**config.mk**
```make
export PLATFORM = sky130hd
export DESIGN_NAME = maxnet_winner_ctrl
export DESIGN_NICKNAME = d
export VERILOG_FILES = /design/src/rtl/maxnet_winner_ctrl.sv
export SDC_FILE = /design/constraint.sdc
export NUM_CORES = 1
export LEC_CHECK = 0
export CORE_ASPECT_RATIO = 1.25
export CORE_UTILIZATION = 46
export CTS_CLUSTER_SIZE = 12
export DETAILED_ROUTE_END_ITERATION = 10
export HOLD_SLACK_MARGIN = 0.08
export PLACE_DENSITY = 0.77
export SLEW_MARGIN = 20
export SYNTH_ARGS = -nofsm -noshare
export SYNTH_HDL_FRONTEND = slang
export SYNTH_SLANG_ARGS = --single-unit
```
**constraint.sdc**
```tcl
create_clock -name clk -period 1.8 [get_ports clk]
set_input_delay 0.27 -clock clk [delete_from_list [all_inputs] [get_ports clk]]
set_output_delay 0.27 -clock clk [all_outputs]
set_load 0.05 [all_outputs]
```
**src/rtl/maxnet_winner_ctrl.sv**
```systemverilog
// rtl/maxnet_winner_ctrl.sv - MaxNet termination controller: counts survivors, requests iterations, reports winner
module maxnet_winner_ctrl #(
    parameter int M        = 4,
    parameter int IDX_W    = 2,
    parameter int MAX_ITER = 64,
    parameter int CNT_W    = 7
) (
    input  logic             clk,
    input  logic             rst,
    input  logic             start,
    input  logic [M-1:0]     nz_flags,
    input  logic             flags_valid,
    output logic             iter_en,
    output logic             busy,
    output logic             done,
    output logic [IDX_W-1:0] winner,
    output logic             winner_valid,
    output logic             timeout,
    output logic [CNT_W-1:0] iter_count
);

    localparam int PW = $clog2(M + 1);
    localparam logic [CNT_W-1:0] LAST_ITER = CNT_W'(MAX_ITER - 1);

    typedef enum logic [1:0] {
        S_IDLE,
        S_RUN,
        S_DONE
    } state_t;

    state_t           state, state_nx;
    logic [CNT_W-1:0] cnt_q, cnt_nx;
    logic [IDX_W-1:0] win_q, win_nx;
    logic             wv_q, wv_nx;
    logic             to_q, to_nx;
    logic             ien_q, ien_nx;
    logic [PW-1:0]    pop;
    logic [IDX_W-1:0] low_idx;

    function automatic logic [PW-1:0] popcount(input logic [M-1:0] v);
        logic [PW-1:0] acc;
        acc = '0;
        for (int i = 0; i < M; i++) begin
            acc = acc + PW'(v[i]);
        end
        return acc;
    endfunction

    // Scanning from the top down leaves the lowest set index as the result.
    function automatic logic [IDX_W-1:0] lowest_set(input logic [M-1:0] v);
        logic [IDX_W-1:0] idx;
        idx = '0;
        for (int i = M - 1; i >= 0; i--) begin
            if (v[i]) begin
                idx = IDX_W'(i);
            end
        end
        return idx;
    endfunction

    assign pop     = popcount(nz_flags);
    assign low_idx = lowest_set(nz_flags);

    always_ff @(posedge clk or negedge rst) begin
        if (!rst) begin
            state <= S_IDLE;
            cnt_q <= '0;
            win_q <= '0;
            wv_q  <= 1'b0;
            to_q  <= 1'b0;
            ien_q <= 1'b0;
        end else begin
            state <= state_nx;
            cnt_q <= cnt_nx;
            win_q <= win_nx;
            wv_q  <= wv_nx;
            to_q  <= to_nx;
            ien_q <= ien_nx;
        end
    end

    always_comb begin
        state_nx = state;
        cnt_nx   = cnt_q;
        win_nx   = win_q;
        wv_nx    = wv_q;
        to_nx    = to_q;
        ien_nx   = 1'b0;
        case (state)
            S_IDLE: begin
                if (start) begin
                    state_nx = S_RUN;
                    cnt_nx   = '0;
                    win_nx   = '0;
                    wv_nx    = 1'b0;
                    to_nx    = 1'b0;
                    ien_nx   = 1'b1;
                end
            end
            S_RUN: begin
                if (flags_valid) begin
                    cnt_nx = cnt_q + 1'b1;
                    if (pop == PW'(1)) begin
                        state_nx = S_DONE;
                        win_nx   = low_idx;
                        wv_nx    = 1'b1;
                    end else if (pop == '0) begin
                        state_nx = S_DONE;
                        win_nx   = '0;
                        wv_nx    = 1'b0;
                    end else if (cnt_q == LAST_ITER) begin
                        state_nx = S_DONE;
                        win_nx   = low_idx;
                        wv_nx    = 1'b0;
                        to_nx    = 1'b1;
                    end else begin
                        ien_nx = 1'b1;
                    end
                end
            end
            S_DONE: begin
                state_nx = S_IDLE;
            end
            default: begin
                state_nx = S_IDLE;
            end
        endcase
    end

    assign iter_en      = ien_q;
    assign busy         = (state == S_RUN);
    assign done         = (state == S_DONE);
    assign winner       = win_q;
    assign winner_valid = wv_q;
    assign timeout      = to_q;
    assign iter_count   = cnt_q;

endmodule

```
Yosys cells after proc, flatten, opt, wreduce, memory -nomap -nowiden:

Index checks and enable logic that the tools add are counted.

* muxes and demuxes: 36
* reductions and logical operators: 7
* eq/ne operators: 10
* add/sub/neg operators: 4

Operators by type and width (count)
* $mux 2: 14
* $mux 1: 14
* $mux 7: 2
* $pmux 7 s2: 1
* $ne 2x2->1 const B: 4
* $pmux 2 s2: 2
* $add 7x1->7 const B: 1
* $eq 7x6->1 const B: 1
* $pmux 1 s2: 3
* $reduce_and 3->1: 2
* $reduce_and 6->1: 1
* $ne 4x1->1 const B: 1
* $reduce_and 4->1: 1
* $add 2x1->3: 1
* $add 3x1->3: 1
* $eq 3x1->1 const B: 1
* $logic_not 3->1: 1
* $add 1x1->2: 1
* $eq 2x1->1 const B: 1
* $eq 2x2->1 const B: 1
* $logic_not 2->1: 1
* $ne 2x1->1 const B: 1
* $reduce_bool 2->1: 1

* register bits after elaboration: 14
* input bits: 8

Longest topological paths before layout:

* depth after elaboration: 9
* mapped depth: 8

Worst setup path before layout:

No wires, ideal clock.

* path type: in2reg
* from: input port nz_flags[0]
* to: register win_q[0], in the netlist winner[0]
* buffers on the path: 0
* arrival time: 1.965 ns
* setup slack: -0.290 ns
* cell stages on the path: 8
* cell sequence: inv_1 -> fa_1 -> inv_1 -> ha_1 -> ha_1 -> o22ai_2 -> o21ai_2 -> mux2_4

* word-level cells in the longest chain between the ends: 8
* elaborated cells on any way between the ends: 13
* those cells by class: add/sub (3); eq/ne (2); mux (6); reduce/logical (2)

Ends and longest elaborated chain
* from (decl): RTL line 11 `input logic [M-1:0] nz_flags,`
* $add 1x1->2: RTL line 44 `acc = acc + PW'(v[i]);`
* $add 2x1->3: RTL line 44
* $add 3x1->3: RTL line 44
* $logic_not 3->1: RTL line 107 `end else if (pop == '0) begin`
* $mux 2: RTL line 107
* $mux 2: RTL line 103 `if (pop == PW'(1)) begin`
* $mux 2: RTL line 101 `if (flags_valid) begin`
* $pmux 2 s2: RTL line 89 `case (state)`
* to (signal assigned): RTL line 75 `win_q <= win_nx;`
* to (decl): RTL line 33 `logic [IDX_W-1:0] win_q, win_nx;`

Several ways; a longest one is shown, not always the timed one. The select of a mux whose other input is x is not followed.
A chain may end at the register's enable or synchronous reset.

Worst setup path in the final report:

* from: input port nz_flags[1]
* to: register win_q[1], in the netlist winner[1]

Same word-level chain as after synthesis.

==> metrics.md <==
| Metric | Value |
|---|---|
| Status | `finished, violations left` |
| Violated checks | `setup timing` |
| Yosys reg bits | `14` |
| Hold crit path type | `in -> async` |
| Netlist cell types | `31` |
| Beginning of the critical path | `nz_flags[1]` |
| Crit path buf inv count | `3` |
| Number of global-route vias before repair | `664` |
| Crit-path max FO | `3` |
| Slowest stage cell, crit path | `fa_1` |
| Clock sinks | `14` |
| Mapped Cells | `78` |
| Cell family with most CP delay | `adder cells` |
| First-pass GRT wire length | `2.835 mm` |
| Clock Skews | `0.0009610 ns` |
| Peak VDD IR | `0.7289 mV` |
| Row cnt | `16` |
| I/O pin total | `22` |
| Crit path depth | `9` |
| Tot GR Track Use | `22.46%` |
| Post-Route WL | `1.842 mm` |
| Sequential-to-total area share from yosys stat | `44.52%` |
| Post-synth top cells | `dfrtp_1 (14), inv_1 (6), nand2_1 (6), nor2_1 (6)` |
| Max-Cap Viols | `0` |
| Crit path to | `winner[1]$_DFFE_PN0P_` |
| Drt pass-1 iters | `4` |
| Syn avg cell area | `10.09 sq um` |
| Placed instance area | `1121 sq um` |
| Worst R2R Path Depth | `6` |
| Die area | `1881 sq um` |
| Placer Congestion | `0.7221` |
| Critical path data arrival time | `2.02 ns` |
| DRC Markers | `0` |
| CP Cell Sequence | `buf_6 > inv_4 > fa_1 > inv_1 > ha_2 > ha_4 > o22ai_4 > o21ai_4 > mux2_4` |
| Final worst slack | `-0.04976 ns` |
| Core Region | `1582 sq um` |
| Vias | `702` |
| R2R Path End | `iter_count[6]$_DFFE_PN0P_` |
| Routed Antenna Nets | `0` |
| Design Power | `1.576 mW` |
| Die Y | `48.25 um` |
| IO buf count | `21` |
| Routed len/inst | `14.17 um` |
| H-tree levels | `1` |
| Most common cell in the netlist | `dfrtp_1` |
| R2R Path Start | `iter_count[0]$_DFFE_PN0P_` |
| Syn Nets | `90` |
| Synth warn | `0` |
| Worst-Margin Slew | `0.4989 ns` |
| Final Hold Viols | `0` |
| Post-synth top flop | `dfrtp_1` |
| Synth top area cells | `dfrtp_1 (45%), ha_1 (4.8%), xnor2_1 (4.5%)` |
| Pins over their slew limit | `0` |
| P&R area growth vs syn | `50.08%` |
| Nets | `125` |
| RSZ-0062 raised after global routing | `yes` |
| Clk slew on worst S/H paths | `0.08 ns` |
| CTS Buf Count | `3` |
| Yosys top cell area share | `44.52%` |
| Largest net degree at the start of global routing | `15` |
| DP Wirelength | `1.414 mm` |
| Crit Path Class | `in -> reg` |
| Initial DRC count | `30` |
| Mapped cell area | `787.0 sq um` |
| Non-Filler Instances | `130` |
| Min Tclk post-route | `1.850 ns` |
| Worst Setup End Kind | `register` |
| Total grt overflow | `0` |
| Critical path startpoint category | `primary input` |
| Final setup violation count | `2` |
| CTS root buffer | `clkbuf_4` |
| Max Freq | `540.6 MHz` |
| TritonCTS clock tree | `done` |
| EDFF count, synth | `0` |
| Req. time, crit path | `1.97 ns` |
| Max Buffers Root-to-Sink | `2` |
| Cell taking the most area after synthesis | `dfrtp_1` |
| DR vias/cell | `5.400` |
| Placed Instances | `125` |
| Starting density of the core | `49.76%` |
| # diodes | `0` |
| P per Cell Area | `1334 nW/um^2` |
| Leakage | `0.5395 nW` |
| Final period util | `102.8%` |
| Post-synth ARST share | `100.0%` |
| Setup slack, reg-to-reg | `0.15 ns` |
| Slowest cell delay on critical path | `0.53 ns` |
| Worst-Skew Late Latency | `0.27 ns` |
| Chip Width | `39.00 um` |
| Final instance area | `1181 sq um` |
| Slew Limit Headroom | `66.69%` |
| Initial antenna violation count | `0` |
| Share of layout cells above drive strength 1 | `37.50%` |
-- registers in the layout, indices dropped and copies added, names as in the netlist --
register,count
winner,2
winner_valid,1
iter_en,1
state,2
timeout,1
iter_count,7
-- cells by family (layout without fill, tap and decap cells) --
family	Yosys count	after routing	share of synthesized area (%)
AO/OA/AOI/OAI	14	14	12.72
XOR/XNOR	4	4	4.451
multiplexers	3	3	5.564
adder cells (fa/ha/maj)	4	4	7.314
buffers and inverters	7	41	3.338
AND/OR/NAND/NOR	32	32	22.10
flip-flops	14	14	44.52
-- cells in the final DEF (no fill, tap or decap), types with 2 or more instances in the layout --
| cell type | Yosys | routed |
|---|---|---|
| nor2_1 | 6 | 6 |
| nand3_1 | 3 | 3 |
| mux2_4 | 2 | 2 |
| a32o_1 | 2 | 2 |
| nor3_1 | 5 | 4 |
| buf_4 | 0 | 16 |
| a21oi_1 | 2 | 2 |
| o21ai_0 | 5 | 4 |
| inv_1 | 6 | 4 |
| clkbuf_4 | 0 | 3 |
| buf_12 | 0 | 2 |
| clkdlybuf4s50_1 | 0 | 9 |
| dfrtp_1 | 14 | 11 |
| nand2b_1 | 2 | 2 |
| xnor2_1 | 4 | 4 |
| buf_6 | 0 | 2 |
| dfrtp_2 | 0 | 3 |
| nand2_1 | 6 | 6 |
-- worst reg2reg max path, stage by stage, from the launching register on --
cell     delay [ns]
dfrtp_2        0.41
ha_1           0.19
nand4_1        0.24
buf_4          0.23
o21ai_0        0.16
nand2_1        0.07
a22o_2         0.25
-- cell type report --
type                    instances  area (sq um)
repair buffers                 31         290.3
multi-input cells              57         445.4
flip-flops and latches         14         354.1
clock buffers                   4         36.28
fillers                       110         400.4
inverters                       6         32.53
well taps                      18         22.52
-- layer usage --
layer / track usage [%] / routed length, um / up-vias
met5: 0 / 0 / -
met4: 8.276 / 19 / 0
met3: 4.110 / 77 / 2
met2: 41.67 / 971 / 23
met1: 25.43 / 773 / 333
li1: - / - / 344
-- metrics by stage --
stage,setup TNS (ns),setup slack [ns],hold WS [ns],utilization (%)
global placement,-4.993,-0.8621,0.4868,70.89
global route,-0.2133,-0.08631,0.3084,74.68
finish,-0.09940,-0.04976,0.3061,74.68
CTS,-0.06498,-0.03265,0.3010,74.05
detailed placement,-5.268,-0.9035,0.4887,70.89
floorplan,-0.5329,-0.2232,-0.02559,-
-- where the power goes --
group | internal (mW) | switching (mW) | leakage, nW | total, mW
sequential | 0.399 | 0.0960 | 0.181 | 0.495
combinational | 0.345 | 0.515 | 0.337 | 0.860
clock | 0.123 | 0.0979 | 0.0210 | 0.221
-- worst min path at each step --
stage	from	endpoint	slack, ns	cells past startpoint
detailed placement	winner_valid$_DFFE_PN0P_	winner_valid$_DFFE_PN0P_	0.49	1
global route	rst	iter_count[2]$_DFFE_PN0P_	0.31	2
finish	rst	iter_count[3]$_DFFE_PN0P_	0.31	2
global placement	timeout$_DFFE_PN0P_	timeout$_DFFE_PN0P_	0.49	1
floorplan	rst	iter_count[0]$_DFFE_PN0P_	-0.03	0
CTS	rst	iter_count[4]$_DFFE_PN0P_	0.30	2
-- what timing repair did --
action | in CTS | in global routing
buffers inserted | 0 | 1
gates resized for setup | 17 | 2
setup endpoints to repair | 7 | 3
hold buffers | 0 | 0
pin swaps | 4 | 0
Power figures use the tool's default switching activity.
